## config.mk

```make
export PLATFORM = sky130hd
export DESIGN_NAME = dual_spi_slave_ctrl
export DESIGN_NICKNAME = d
export VERILOG_FILES = /design/src/rtl/dual_spi_slave_ctrl.sv
export SDC_FILE = /design/constraint.sdc
export NUM_CORES = 1
export LEC_CHECK = 0
export CELL_PAD_IN_SITES_DETAIL_PLACEMENT = 0
export CELL_PAD_IN_SITES_GLOBAL_PLACEMENT = 1
export CORE_ASPECT_RATIO = 1.1
export CORE_MARGIN = 2
export CORE_UTILIZATION = 42
export DETAILED_ROUTE_END_ITERATION = 10
export PLACE_DENSITY = 0.86
export SKIP_CTS_REPAIR_TIMING = 1
export SYNTH_ARGS = -nofsm -noshare
export SYNTH_HDL_FRONTEND = slang
export SYNTH_SLANG_ARGS = --single-unit
```

## constraint.sdc

```tcl
create_clock -name clk -period 3 [get_ports clk]
set_clock_uncertainty 0.2 [all_clocks]
set_input_delay 0.3 -clock clk [delete_from_list [all_inputs] [get_ports clk]]
set_output_delay 0.3 -clock clk [all_outputs]
set_load 0.005 [all_outputs]
```

## src/rtl/dual_spi_slave_ctrl.sv

```systemverilog
`default_nettype none
// ============================================================================
// Module   : dual_spi_slave_ctrl
// Brief    : Dual-data-pin SPI slave bridging host write/read bursts to a
//            byte-wide fabric interface.
// Revision : 1.0 - initial release
// ============================================================================
module dual_spi_slave_ctrl #(
    parameter int         SYNC_STAGES = 2,
    parameter logic [7:0] CMD_WRITE   = 8'h01,
    parameter logic [7:0] CMD_READ    = 8'h02
) (
    input  logic       clk,
    input  logic       reset,
    input  logic       io_ss,
    input  logic       io_sclk,
    input  logic [1:0] io_qd_read,
    output logic [1:0] io_qd_write,
    output logic [1:0] io_qd_writeEnable,
    output logic [7:0] io_wr_data,
    output logic       io_wr_valid,
    input  logic [7:0] io_rd_data,
    input  logic       io_rd_valid,
    output logic       io_rd_ready,
    output logic       io_busy,
    output logic       io_cmd_err,
    output logic       io_underflow
);

    localparam logic [2:0] c_st_idle   = 3'd0;
    localparam logic [2:0] c_st_cmd    = 3'd1;
    localparam logic [2:0] c_st_write  = 3'd2;
    localparam logic [2:0] c_st_turn   = 3'd3;
    localparam logic [2:0] c_st_read   = 3'd4;
    localparam logic [2:0] c_st_ignore = 3'd5;

    logic [SYNC_STAGES-1:0]      r_ss_sync;
    logic [SYNC_STAGES-1:0]      r_sclk_sync;
    logic [SYNC_STAGES-1:0][1:0] r_qd_sync;
    logic                        r_ss_prev;
    logic                        r_sclk_prev;

    logic [2:0] r_state;
    logic [2:0] w_state_next;
    logic [1:0] r_pair_cnt;
    logic [5:0] r_rx_shift;
    logic [5:0] r_tx_shift;
    logic [1:0] r_qd_write;
    logic [1:0] r_qd_oe;
    logic [7:0] r_wr_data;
    logic       r_wr_valid;
    logic       r_rd_ready;
    logic       r_cmd_err;
    logic       r_underflow;

    logic       w_ss;
    logic       w_sclk;
    logic [1:0] w_qd;
    logic       w_ss_fall;
    logic       w_ss_rise;
    logic       w_sclk_rise;
    logic       w_sclk_fall;
    logic [7:0] w_rx_byte;
    logic       w_byte_done;
    logic [7:0] w_tx_byte;

    // All three inputs share one chain length so data stays aligned to sclk.
    always_ff @(posedge clk) begin
        if (reset) begin
            r_ss_sync   <= '0;
            r_sclk_sync <= '0;
            r_qd_sync   <= '0;
        end else begin
            r_ss_sync   <= {r_ss_sync[SYNC_STAGES-2:0], io_ss};
            r_sclk_sync <= {r_sclk_sync[SYNC_STAGES-2:0], io_sclk};
            r_qd_sync   <= {r_qd_sync[SYNC_STAGES-2:0], io_qd_read};
        end
    end

    assign w_ss        = r_ss_sync[SYNC_STAGES-1];
    assign w_sclk      = r_sclk_sync[SYNC_STAGES-1];
    assign w_qd        = r_qd_sync[SYNC_STAGES-1];
    assign w_ss_fall   = r_ss_prev & ~w_ss;
    assign w_ss_rise   = ~r_ss_prev & w_ss;
    assign w_sclk_rise = ~r_sclk_prev & w_sclk;
    assign w_sclk_fall = r_sclk_prev & ~w_sclk;
    assign w_rx_byte   = {r_rx_shift, w_qd};
    assign w_byte_done = w_sclk_rise && (r_pair_cnt == 2'd3);
    assign w_tx_byte   = io_rd_valid ? io_rd_data : 8'h00;

    always_comb begin
        w_state_next = r_state;
        if (r_state == c_st_idle) begin
            if (w_ss_fall) begin
                w_state_next = c_st_cmd;
            end
        end else if (w_ss_rise) begin
            w_state_next = c_st_idle;
        end else begin
            case (r_state)
                c_st_cmd: begin
                    if (w_byte_done) begin
                        if (w_rx_byte == CMD_WRITE) begin
                            w_state_next = c_st_write;
                        end else if (w_rx_byte == CMD_READ) begin
                            w_state_next = c_st_turn;
                        end else begin
                            w_state_next = c_st_ignore;
                        end
                    end
                end
                c_st_turn: begin
                    if (w_byte_done) begin
                        w_state_next = c_st_read;
                    end
                end
                c_st_write, c_st_read, c_st_ignore: w_state_next = r_state;
                default: w_state_next = c_st_idle;
            endcase
        end
    end

    always_ff @(posedge clk) begin
        if (reset) begin
            r_state     <= c_st_idle;
            r_ss_prev   <= 1'b0;
            r_sclk_prev <= 1'b0;
            r_pair_cnt  <= 2'd0;
            r_rx_shift  <= 6'd0;
            r_tx_shift  <= 6'd0;
            r_qd_write  <= 2'b00;
            r_qd_oe     <= 2'b00;
            r_wr_data   <= 8'h00;
            r_wr_valid  <= 1'b0;
            r_rd_ready  <= 1'b0;
            r_cmd_err   <= 1'b0;
            r_underflow <= 1'b0;
        end else begin
            r_state     <= w_state_next;
            r_ss_prev   <= w_ss;
            r_sclk_prev <= w_sclk;
            r_wr_valid  <= 1'b0;
            r_rd_ready  <= 1'b0;
            r_cmd_err   <= 1'b0;
            if (r_state == c_st_idle) begin
                if (w_ss_fall) begin
                    r_pair_cnt  <= 2'd0;
                    r_rx_shift  <= 6'd0;
                    r_underflow <= 1'b0;
                end
            end else if (w_ss_rise) begin
                // Frame end: partial bytes are dropped, pins released.
                r_pair_cnt <= 2'd0;
                r_qd_oe    <= 2'b00;
                r_qd_write <= 2'b00;
            end else begin
                case (r_state)
                    c_st_cmd, c_st_write, c_st_turn: begin
                        if (w_sclk_rise) begin
                            r_rx_shift <= w_rx_byte[5:0];
                            r_pair_cnt <= r_pair_cnt + 2'd1;
                        end
                        if (w_byte_done && (r_state == c_st_cmd)) begin
                            r_cmd_err <= (w_rx_byte != CMD_WRITE) && (w_rx_byte != CMD_READ);
                        end
                        if (w_byte_done && (r_state == c_st_write)) begin
                            r_wr_data  <= w_rx_byte;
                            r_wr_valid <= 1'b1;
                        end
                    end
                    c_st_read: begin
                        if (w_sclk_fall) begin
                            r_qd_oe    <= 2'b11;
                            r_pair_cnt <= r_pair_cnt + 2'd1;
                            if (r_pair_cnt == 2'd0) begin
                                r_qd_write <= w_tx_byte[7:6];
                                r_tx_shift <= w_tx_byte[5:0];
                                r_rd_ready <= io_rd_valid;
                                if (!io_rd_valid) begin
                                    r_underflow <= 1'b1;
                                end
                            end else begin
                                r_qd_write <= r_tx_shift[5:4];
                                r_tx_shift <= {r_tx_shift[3:0], 2'b00};
                            end
                        end
                    end
                    default: begin
                    end
                endcase
            end
        end
    end

    assign io_qd_write       = r_qd_write;
    assign io_qd_writeEnable = r_qd_oe;
    assign io_wr_data        = r_wr_data;
    assign io_wr_valid       = r_wr_valid;
    assign io_rd_ready       = r_rd_ready;
    assign io_busy           = (r_state != c_st_idle);
    assign io_cmd_err        = r_cmd_err;
    assign io_underflow      = r_underflow;

endmodule
`default_nettype wire

```

; After elaboration in Yosys (flattened, before gate mapping)
; Index checks and enable logic that the tools add are counted.
[totals]
word_cells = 114
output_inout_bits = 17
ff_bits = 43
[classes]
addsub = 1
n_bitwise = 15
muxes = 36
n_reduce_logical = 27
n_eq_ne = 18
[ops]
columns = op, count
row1 = $mux 6, 6
row2 = $mux 2, 12
row3 = $mux 3, 7
row4 = $reduce_and 4->1, 5
row5 = $ne 4x4->1 const B, 4
row6 = $reduce_bool 2->1, 7
row7 = $not 1->1, 11
row8 = $pmux 3 s3, 1
row9 = $eq 8x1->1 const B, 1
row10 = $eq 8x2->1 const B, 1
row11 = $mux 1, 8
row12 = $mux 8, 1
row13 = $ne 8x1->1 const B, 1
row14 = $ne 8x2->1 const B, 1
row15 = $eq 3x2->1 const B, 2
row16 = $eq 3x3->1 const B, 2
row17 = $reduce_and 6->1, 1
row18 = $reduce_or 3->1, 2
row19 = $reduce_or 6->1, 1
row20 = $reduce_or 5->1, 1
row21 = $and 1x1->1, 4
row22 = $logic_and 1x1->1, 4
row23 = $ne 2x1->1 const B, 2
row24 = $pmux 2 s2, 1
row25 = 11 further kinds, 11

; Depth between registers and ports, before layout
[logic_depth]
word_depth = 7
mapped_depth = 7
ltp_nobuf = 6

; Worst setup path after synthesis
; Ideal clock, no wire load.
[synth_path]
kind = register -> register
start = register r_state[0]
end = register r_rx_shift[0]
setup_ns = 0.123
path_stages_with_launch = 6
path_slack_ns = 1.345
t_required_ns = 2.677
path_buffers = 1
arrival_time_ns = 1.332
period_less_slack_ns = 1.655
cell_sequence = dfxtp_1 -> buf_4 -> nor4b_4 -> a31oi_2 -> nor2_4 -> mux2_1
[synth_between]
elab_chain_cells = 4
word_cells_on_any_way = 11
[synth_lines]
columns = element, line_no
row1 = "start, declared", 43  ; logic [2:0] r_state;
row2 = "start signal, assigned", 125  ; r_state <= c_st_idle;
row3 = "start signal, assigned", 139  ; r_state <= w_state_next;
row4 = $eq 3x1->1 / $eq 3x2->1 (equally long branches), 157  ; case (r_state)
row5 = $reduce_or 3->1, 157
row6 = $reduce_bool 2->1 (no line), n/a
row7 = $reduce_and 4->1 (no line), n/a
row8 = "end signal, assigned", 160  ; r_rx_shift <= w_rx_byte[5:0];
row9 = "end, declared", 46  ; logic [5:0] r_rx_shift;
; Several ways; a longest one is shown, not always the timed one.
; A chain may end at the register's enable or synchronous reset.

; Final worst setup path
[layout_path]
start = register r_state[2]
end = output port io_busy
[layout_between]
elab_chain_cells = 1
[layout_lines]
columns = element, line_no
row1 = $reduce_bool 3->1, 200  ; assign io_busy = (r_state != c_st_idle);
row2 = "end, declared", 25  ; output logic io_busy,
; Every way passes these cells.

==> impl_metrics.env <==
export IMPL_grt_use_total_pct=16.26
export IMPL_cp_arrival_ns=2.02
export IMPL_num_vias=1440
export IMPL_status="completed"
export IMPL_slew_viol_final=0
export IMPL_die_w_um=66.78
export IMPL_drv_cap=0
export IMPL_final_area_um2=2237
export IMPL_final_min_clock_period_ns=2.515
export IMPL_crit_chain="nor3_2 -> inv_2 -> clkdlybuf4s50_1"
export IMPL_ys_seq_area_share_pct=46.19
export IMPL_wl_per_cell_um=12.90
export IMPL_crit_path_end_kind="output port"
export IMPL_portBuffers=31
export IMPL_startpoint_type="register"
export IMPL_ys_ff_latch=42
export IMPL_drt_total_wl_um=3508
export IMPL_gp_congestion=0.7721
export IMPL_dp_slack_ns=0.8403
export IMPL_slowest_delay_ns=0.60
export IMPL_power_density_nw_per_um2=449.1
export IMPL_final_layout_size_suffix_gt1_share_pct=8.257
export IMPL_num_fill_cells=402
export IMPL_worst_path_buf_inv=2
export IMPL_grt_start_max_net_pins=18
export IMPL_dieArea_um2=4878
export IMPL_synth_ff_type="dfxtp_1"
export IMPL_first_global_vias=1319
export IMPL_syn_nets=206
export IMPL_async_flop_share_pct=0
export IMPL_p_leak_nw=0.8574
export IMPL_yosysUniqueCellTypes=49
export IMPL_area_growth_pct=22.89
export IMPL_final_common_cell="dfxtp_1"
export IMPL_netlist_area_um2=1820
export IMPL_syn_instance_count=189
export IMPL_hold_ws_ns=0.2404
export IMPL_antenna_found_initial=0
export IMPL_yosysWarnings=0
export IMPL_path_class="register to output port"
export IMPL_root_buffer="clkbuf_8"
export IMPL_pin_count=32
export IMPL_timing_final_ws_setup_ns=0.4845
export IMPL_crit_family="buffers and inverters"
export IMPL_rsz0062_at_grt="no"
export IMPL_cts_num_sinks=42
export IMPL_final_core_util_pct=52.98
export IMPL_clkTransAtPathRegs_ns=0.07
export IMPL_dr_pass1_iters=4
export IMPL_register_area_um2=840.8
export IMPL_hp_class="register to register"
export IMPL_peakVddDrop_v=0.0002612
export IMPL_htree_num_levels=2
export IMPL_final_cell_mix="42 x dfxtp_1, 31 x clkdlybuf4s50_1, 20 x nor2_1"
export IMPL_coreArea_um2=4223
export IMPL_setup_violations=0
export IMPL_die_y_um=73.05
export IMPL_place_hpwl_um=2544
export IMPL_grt_overflow=0
export IMPL_relSlewSlack_pct=57.58
export IMPL_clock_latency_ns=0.29
export IMPL_final_setup_tns_ns=0
export IMPL_synth_edf_count=0
export IMPL_final_antenna_net_count=0
export IMPL_place_area_um2=2146
export IMPL_dr_first_iter_drc_count=92
export IMPL_crit_required_ns=2.50
export IMPL_cts_path_max_buffers=2
export IMPL_timing_fmax_mhz=397.5
export IMPL_tightest_slew_ns=0.6329
export IMPL_cts_made_buffers=5
export IMPL_fin_nets=234
export IMPL_rows=25
export IMPL_grt_pass1_wl_um=5961
export IMPL_drc=0
export IMPL_cts_tree="yes"
export IMPL_via_per_inst=5.294
export IMPL_antenna_cells=0
export IMPL_start_util_pct=43.11
export IMPL_multi_input_area_um2=889.6
export IMPL_synth_avg_cell_area_um2=9.632
export IMPL_post_route_period_util_pct=83.85
export IMPL_cp_max_fo=11
export IMPL_hold_violations=0
export IMPL_crit_slowest_cell="nor3_2"
-- sequential cells by signal, indices dropped and copies added (netlist names) --
name / count
io_wr_data: 8
r_rx_shift: 6
r_tx_shift: 6
r_state: 3
io_qd_write: 2
r_pair_cnt: 2
r_qd_sync: 2
r_sclk_sync: 2
r_ss_sync: 2
w_qd: 2
io_cmd_err: 1
io_qd_writeEnable: 1
io_rd_ready: 1
io_underflow: 1
io_wr_valid: 1
r_sclk_prev: 1
r_ss_prev: 1
-- cells in the mapped netlist, drive strengths merged (2+ instances only) --
master	n	area, um^2
clkbuf	5	18.77
nor2	21	86.33
mux2	2	22.52
a221oi	5	43.79
nand2b	6	37.54
nand4	2	12.51
ha	2	25.02
and3	2	12.51
nor3b	4	30.03
nand3	6	35.03
a31oi	2	18.77
buf	7	48.79
a22oi	2	15.01
nand2	6	22.52
a21oi	6	30.03
and2	2	12.51
nor4b	2	47.55
or4	3	22.52
o21ai	8	40.04
dfxtp	42	840.8
nor2b	14	87.58
mux2i	11	110.1
inv	6	22.52
nor3	6	35.03
-- power by group --
part / internal (mW) / total [mW] / switching, mW
clock network: 0.186 / 0.368 / 0.182
registers: 0.564 / 0.570 / 0.00641
logic: 0.0346 / 0.0664 / 0.0318
total: 0.784 / 1.00 / 0.221
-- area by class of cell --
cell class	count	share of cell area [%]
multi-input cells	129	39.77
flip-flops and latches	42	37.58
repair buffers	33	14.54
clock buffers	7	3.859
well taps	54	3.020
inverters	6	1.007
clock inverters	1	0.2237
-- worst paths after layout --
path	start	end	slack, ns	cells after the start
max	r_state[2]	io_busy	0.48	3
min	r_ss_sync[0]	r_ss_sync[1]	0.24	1
min reg2reg	r_ss_sync[0]	r_ss_sync[1]	0.24	1
max reg2reg	r_state[1]	io_wr_data[2]	0.95	4
-- metal layers --
metal / vias up / routed length, um / GRT usage, %
met5: - / 0 / 0
met4: 0 / 65 / 7.256
met3: 7 / 150 / 5.710
met2: 31 / 1650 / 24.67
met1: 679 / 1640 / 20.77
li1: 723 / - / -
-- metrics by stage --
step | total power, mW | instances
after global routing | 1.047 | 272
after floorplan | 0.6209 | 189
after CTS | 1.016 | 272
final | 1.005 | 272
after global placement | 0.6494 | 264
after detailed placement | 0.6499 | 264
-- cells by family (layout without fill, tap and decap cells) --
group           count (synthesis)  count (layout)  synth area share [%]
simple gates                   79              79                 26.25
flops                          42              42                 46.19
compound gates                 34              34                 13.47
buf+inv                        18              47                 4.948
mux                            13              13                 7.285
fa+ha+maj                       2               2                 1.374
xor+xnor                        1               1                0.4812
(Power assumes the default switching activity.)
